`src/rtl/adc_channel_scheduler.sv`:
```
// Round-robin scheduler that time-shares one ADC post-processing chain between N channels.
// Each channel has a 1-deep capture buffer; one buffered sample per cycle moves to a registered output.
module adc_channel_scheduler #(
    parameter int unsigned N_CHANNELS = 4,
    parameter int unsigned DATA_WIDTH = 16,
    parameter int unsigned DEST_WIDTH = 4
) (
    input  logic                             clock,
    input  logic                             reset,
    input  logic [N_CHANNELS*DATA_WIDTH-1:0] in_data,
    input  logic [N_CHANNELS-1:0]            in_valid,
    output logic [N_CHANNELS-1:0]            in_ready,
    input  logic [N_CHANNELS-1:0]            channel_enable,
    input  logic                             clear_overrun,
    output logic [N_CHANNELS-1:0]            overrun,
    output logic [DATA_WIDTH-1:0]            out_data,
    output logic [DEST_WIDTH-1:0]            out_dest,
    output logic                             out_valid,
    input  logic                             out_ready
);

    localparam int unsigned PTR_W = $clog2(N_CHANNELS);

    logic [N_CHANNELS-1:0] full_q;
    logic [DATA_WIDTH-1:0] buf_q [N_CHANNELS];
    logic [PTR_W-1:0]      ptr_q;
    logic [N_CHANNELS-1:0] overrun_q;
    logic [DATA_WIDTH-1:0] out_data_q;
    logic [DEST_WIDTH-1:0] out_dest_q;
    logic                  out_valid_q;

    logic                  can_load;
    logic [N_CHANNELS-1:0] eligible;
    logic                  grant_any;
    logic [PTR_W-1:0]      grant_idx;
    logic [N_CHANNELS-1:0] grant_vec;
    logic [N_CHANNELS-1:0] overrun_set;

    assign can_load    = !out_valid_q || out_ready;
    assign eligible    = full_q & channel_enable;
    assign in_ready    = reset ? (~full_q | ~channel_enable) : '0;
    // A full buffer cannot accept, even in the cycle it is being granted.
    assign overrun_set = channel_enable & in_valid & full_q;

    // Walk from ptr+N down to ptr+1 so the candidate nearest ptr+1 wins.
    always_comb begin
        int unsigned cand;
        logic [PTR_W-1:0] cand_idx;
        grant_any = 1'b0;
        grant_idx = '0;
        cand      = 0;
        cand_idx  = '0;
        for (int unsigned i = N_CHANNELS; i >= 1; i--) begin
            cand = 32'(ptr_q) + i;
            if (cand >= N_CHANNELS) begin
                cand = cand - N_CHANNELS;
            end
            cand_idx = PTR_W'(cand);
            if (eligible[cand_idx]) begin
                grant_any = 1'b1;
                grant_idx = cand_idx;
            end
        end
    end

    assign grant_vec = (can_load && grant_any) ? (N_CHANNELS'(1) << grant_idx) : '0;

    always_ff @(posedge clock) begin
        if (!reset) begin
            full_q      <= '0;
            overrun_q   <= '0;
            ptr_q       <= PTR_W'(N_CHANNELS - 1);
            out_data_q  <= '0;
            out_dest_q  <= '0;
            out_valid_q <= 1'b0;
        end else begin
            for (int k = 0; k < N_CHANNELS; k++) begin
                if (!channel_enable[k] || grant_vec[k]) begin
                    full_q[k] <= 1'b0;
                end else if (in_valid[k] && !full_q[k]) begin
                    full_q[k] <= 1'b1;
                    buf_q[k]  <= in_data[k*DATA_WIDTH +: DATA_WIDTH];
                end
            end

            if (clear_overrun) begin
                overrun_q <= '0;
            end else begin
                overrun_q <= overrun_q | overrun_set;
            end

            if (can_load) begin
                if (grant_any) begin
                    out_data_q  <= buf_q[grant_idx];
                    out_dest_q  <= DEST_WIDTH'(grant_idx);
                    out_valid_q <= 1'b1;
                    ptr_q       <= grant_idx;
                end else begin
                    out_valid_q <= 1'b0;
                end
            end
        end
    end

    assign overrun   = overrun_q;
    assign out_data  = out_data_q;
    assign out_dest  = out_dest_q;
    assign out_valid = out_valid_q;

endmodule

```
`config.mk`:
```
export PLATFORM = sky130hd
export DESIGN_NAME = adc_channel_scheduler
export DESIGN_NICKNAME = d
export VERILOG_FILES = /design/src/rtl/adc_channel_scheduler.sv
export SDC_FILE = /design/constraint.sdc
export NUM_CORES = 1
export LEC_CHECK = 0
export ABC_AREA = 1
export BUFFER_PORTS_ARGS = -buffer_cell sky130_fd_sc_hd__buf_2
export CAP_MARGIN = 10
export CORE_ASPECT_RATIO = 1.5
export CORE_MARGIN = 5
export CORE_UTILIZATION = 59
export CTS_BUF_LIST = sky130_fd_sc_hd__clkbuf_4 sky130_fd_sc_hd__clkbuf_8
export DETAILED_ROUTE_END_ITERATION = 10
export GPL_TIMING_DRIVEN = 0
export PLACE_DENSITY = 0.93
export SLEW_MARGIN = 5
export SYNTH_ARGS = -nofsm -noshare
export SYNTH_HDL_FRONTEND = slang
export SYNTH_SLANG_ARGS = --single-unit
```
`constraint.sdc`:
```
create_clock -name clock -period 3.7 [get_ports clock]
set_input_delay 0.185 -clock clock [delete_from_list [all_inputs] [get_ports clock]]
set_output_delay 0.185 -clock clock [all_outputs]
set_load 0.02 [all_outputs]
```
==> flow_summary.json <==
{
  "status": "completed",
  "final-max-slew-violation-count": 0,
  "timing.critical_path.mode_cell": "nand2_1",
  "y_dimension_of_the_die_um": 111.1,
  "area.growth.synth_to_final_pct": 33.80,
  "antenna-diode-count": 0,
  "gr-usage-all-layers_pct": 26.69,
  "dr.first_iter.drc_count": 401,
  "power_per_cell_area_mw_per_mm2": 722.1,
  "synth_area_per_inst_um2": 9.199,
  "max_capacitance_violation_total": 0,
  "clkSinkCount": 93,
  "wire_length_of_the_first_global_routing_pass_mm": 17.95,
  "antenna_found_initial": 0,
  "drt.antenna.violating_nets": 0,
  "final_stage_net_count": 681,
  "min_period_over_period_pct": 74.44,
  "gr-total-overflow": 0,
  "worst-endpoint-required_ps": 3690,
  "route.detailed.wl_per_inst_um": 16.88,
  "hold_depth": 1,
  "reg2reg_from": "ptr_q[0]",
  "floorplan.die_area_mm2": 0.008599,
  "worst_ep_arrival_time_ps": 2740,
  "design.portCount": 105,
  "worstHoldEndpoint": "buf_q[3][3]",
  "syn-cell-area_mm2": 0.004020,
  "synthesis.instances": 437,
  "crit_fanout": 16,
  "slew-limit-headroom_pct": 43.97,
  "timing.clock.skew_ps": 12.61,
  "finalSetupTns_ps": 0,
  "cts-buffers-inserted": 9,
  "die_width_um": 77.40,
  "clk_latency_ps": 370,
  "clkTransAtPathRegs_ps": 90,
  "drive_gt1_share_pct": 23.44,
  "routed_via_density": 5.443,
  "regToRegSetupSlack_ps": 950,
  "drt_wl_total_mm": 11.62,
  "ys_ff_latch": 93,
  "synth.distinct_cells": 23,
  "cts.repair_timing.setup_buffer_count": 0,
  "drt_first_pass_iters": 8,
  "hold_slack_ps": 1.207,
  "p_leak_uw": 0.002589,
  "final_routed_drc_violation_total": 0,
  "start_kind": "register",
  "yosys.area_share.xor_xnor_pct": 0.4357,
  "numPortBuffers": 101,
  "core_area_mm2": 0.006759,
  "category_of_the_most_critical_setup_path": "register to register",
  "timing_worst_slew_pin_value_ps": 837.7,
  "via_count_of_the_first_global_routing_pass": 3724,
  "final-setup-viol-count": 0,
  "ctsHtreeMaxLevel": 3,
  "hold_path_startpoint": "in_data[51]",
  "fillCellCount": 397,
  "synth_sequential_area_ratio_pct": 62.25,
  "initial_utilization_pct": 59.48,
  "dpl.hpwl_mm": 6.914,
  "worst_ir_drop_on_vdd_v": 0.0004403,
  "cp_slowest_stage_delay_ps": 670,
  "number_of_vias_after_detailed_routing": 3745,
  "cts-root-buf": "clkbuf_8",
  "crit_slowest_cell": "nor3_4",
  "hold_class": "primary input to register",
  "cp_cell_sequence": "inv_1, nand2_1, nand3_1, nand2_1, inv_1, nand2_1, nand2_1, nand2_1, nand2_2, buf_6, nand3_1, nand3_1, nor3_4",
  "period_minus_slack_ps": 2754,
  "worst_r2r_endpoint": "buf_q[0][2]",
  "timing.fmax_ghz": 0.3631,
  "grt_start_max_net_pins": 17,
  "r2r_cells": 13,
  "finalWeightedCongestion": 0.8946,
  "yosys-mux-area-fraction_pct": 0,
  "final_hold_viol_count": 0,
  "compound_gate_portion_of_the_synthesized_area_pct": 3.455,
  "post_synth_fa_ha_maj_area_fraction_pct": 0,
  "placement_rows": 37,
  "synthSimpleGateAreaFrac_pct": 23.84,
  "grt_setup_unrepaired": "no",
  "combinational_family_with_the_most_area_after_synthesis": "simple AND/OR/NAND/NOR gates",
  "timing.critical_path.to_type": "register",
  "cts_max_path_buffers": 2,
  "tritoncts": "done",
  "synth.yosys.warnings": 0
}
[sequential cells by signal (all words and copies together) (netlist names)]
register	count
out_dest	2
buf_q	64
full_q	4
overrun	4
out_valid	1
ptr_q	2
out_data	16
[metrics by stage]
step | setup WS [ps] | power (µW) | instance area (µm²) | instances | utilization [%]
after floorplan | 1258 | 2613 | 4024 | 438 | -
after global placement | 666.6 | 2992 | 4627 | 617 | 68.46
after detailed placement | 686.8 | 3055 | 4638 | 618 | 68.62
after CTS | 672.3 | 3741 | 5299 | 681 | 78.40
after global routing | 711.7 | 4104 | 5379 | 688 | 79.58
final | 945.6 | 3884 | 5379 | 688 | 79.58
[power breakdown]
part           internal, µW  switching [µW]
clock                   323             351
sequential             1270            83.1
combinational           628            1230
[layout make-up]
class / count / area [µm²] / area share [%]
Inverter: 73 / 274.0 / 5.094
Buffer: 20 / 125.1 / 2.326
Clock buffer: 11 / 138.9 / 2.582
Tap cell: 78 / 97.59 / 1.814
Sequential cell: 93 / 2502 / 46.52
Timing Repair Buffer: 156 / 1059 / 19.68
Clock inverter: 5 / 51.30 / 0.9537
Multi-Input combinational cell: 252 / 1131 / 21.03
[how the worst max path moves through the flow]
stage,cells after the start,start,slack [ps],endpoint
after floorplan,11,ptr_q[0],1260,buf_q[0][0]
after global placement,11,ptr_q[0],670,buf_q[1][7]
after global routing,13,full_q[0],710,buf_q[0][14]
after CTS,13,ptr_q[0],670,buf_q[0][14]
after detailed placement,13,ptr_q[0],690,buf_q[0][3]
final,13,ptr_q[0],950,buf_q[0][2]
[synthesized netlist by cell type, drive strengths merged]
library cell / number / area (µm²)
nand2: 92 / 350.3
nand3: 79 / 395.4
inv: 73 / 274.0
edfxtp: 64 / 1922
nor2: 47 / 181.4
dfxtp: 29 / 580.6
a21oi: 22 / 113.9
buf: 16 / 110.1
clkbuf: 4 / 15.01
nor3: 3 / 25.02
o211ai: 2 / 15.01
o21ai: 2 / 10.00
conb: 1 / 3.750
or2: 1 / 6.260
xnor2: 1 / 8.760
xor2: 1 / 8.760
[cells in the final DEF, fill, tap and decap left out, types with 2 or more instances in the layout]
cell and n:
edfxtp_1 64, o211ai_1 2, clkinv_2 2, nand2_1 90
conb_1 2, clkbuf_8 9, inv_1 73, clkbuf_1 4
buf_6 6, nand3_1 79, buf_4 2, nand2_2 2
dlygate4sd3_1 53, nor2_2 3, a21oi_1 21, clkbuf_4 2
dfxtp_1 29, nor2_1 44, buf_2 111
[logic make-up (layout without fill, tap and decap cells)]
group                     after synthesis  in the layout
buffers and inverters                  93            265
xor gates and xnor gates                2              2
and+or+nand+nor                       222            222
other                                   1              2
AOI/OAI and AO/OA                      26             26
DFF                                    93             93
[critical path, delay by kind of cell (launching register included)]
family,cells,cell delay (ps)
buffers and inverters,3,360
AND/OR/NAND/NOR,10,1610
flip-flops,1,400
[routing by layer]
layer | GRT usage, % | vias to the layer above | wire length (µm)
met5 | 0 | - | 0
met4 | 17.43 | 0 | 689
met3 | 6.179 | 64 | 892
met2 | 46.63 | 234 | 6028
met1 | 27.84 | 1710 | 4004
li1 | - | 1737 | -
[what timing repair did]
item / CTS / global route
endpoints found under the hold margin: 47 / 6
hold buffers: 47 / 6
gates resized for setup: 0 / 0
No activity file was read; power rests on OpenSTA's default activity.
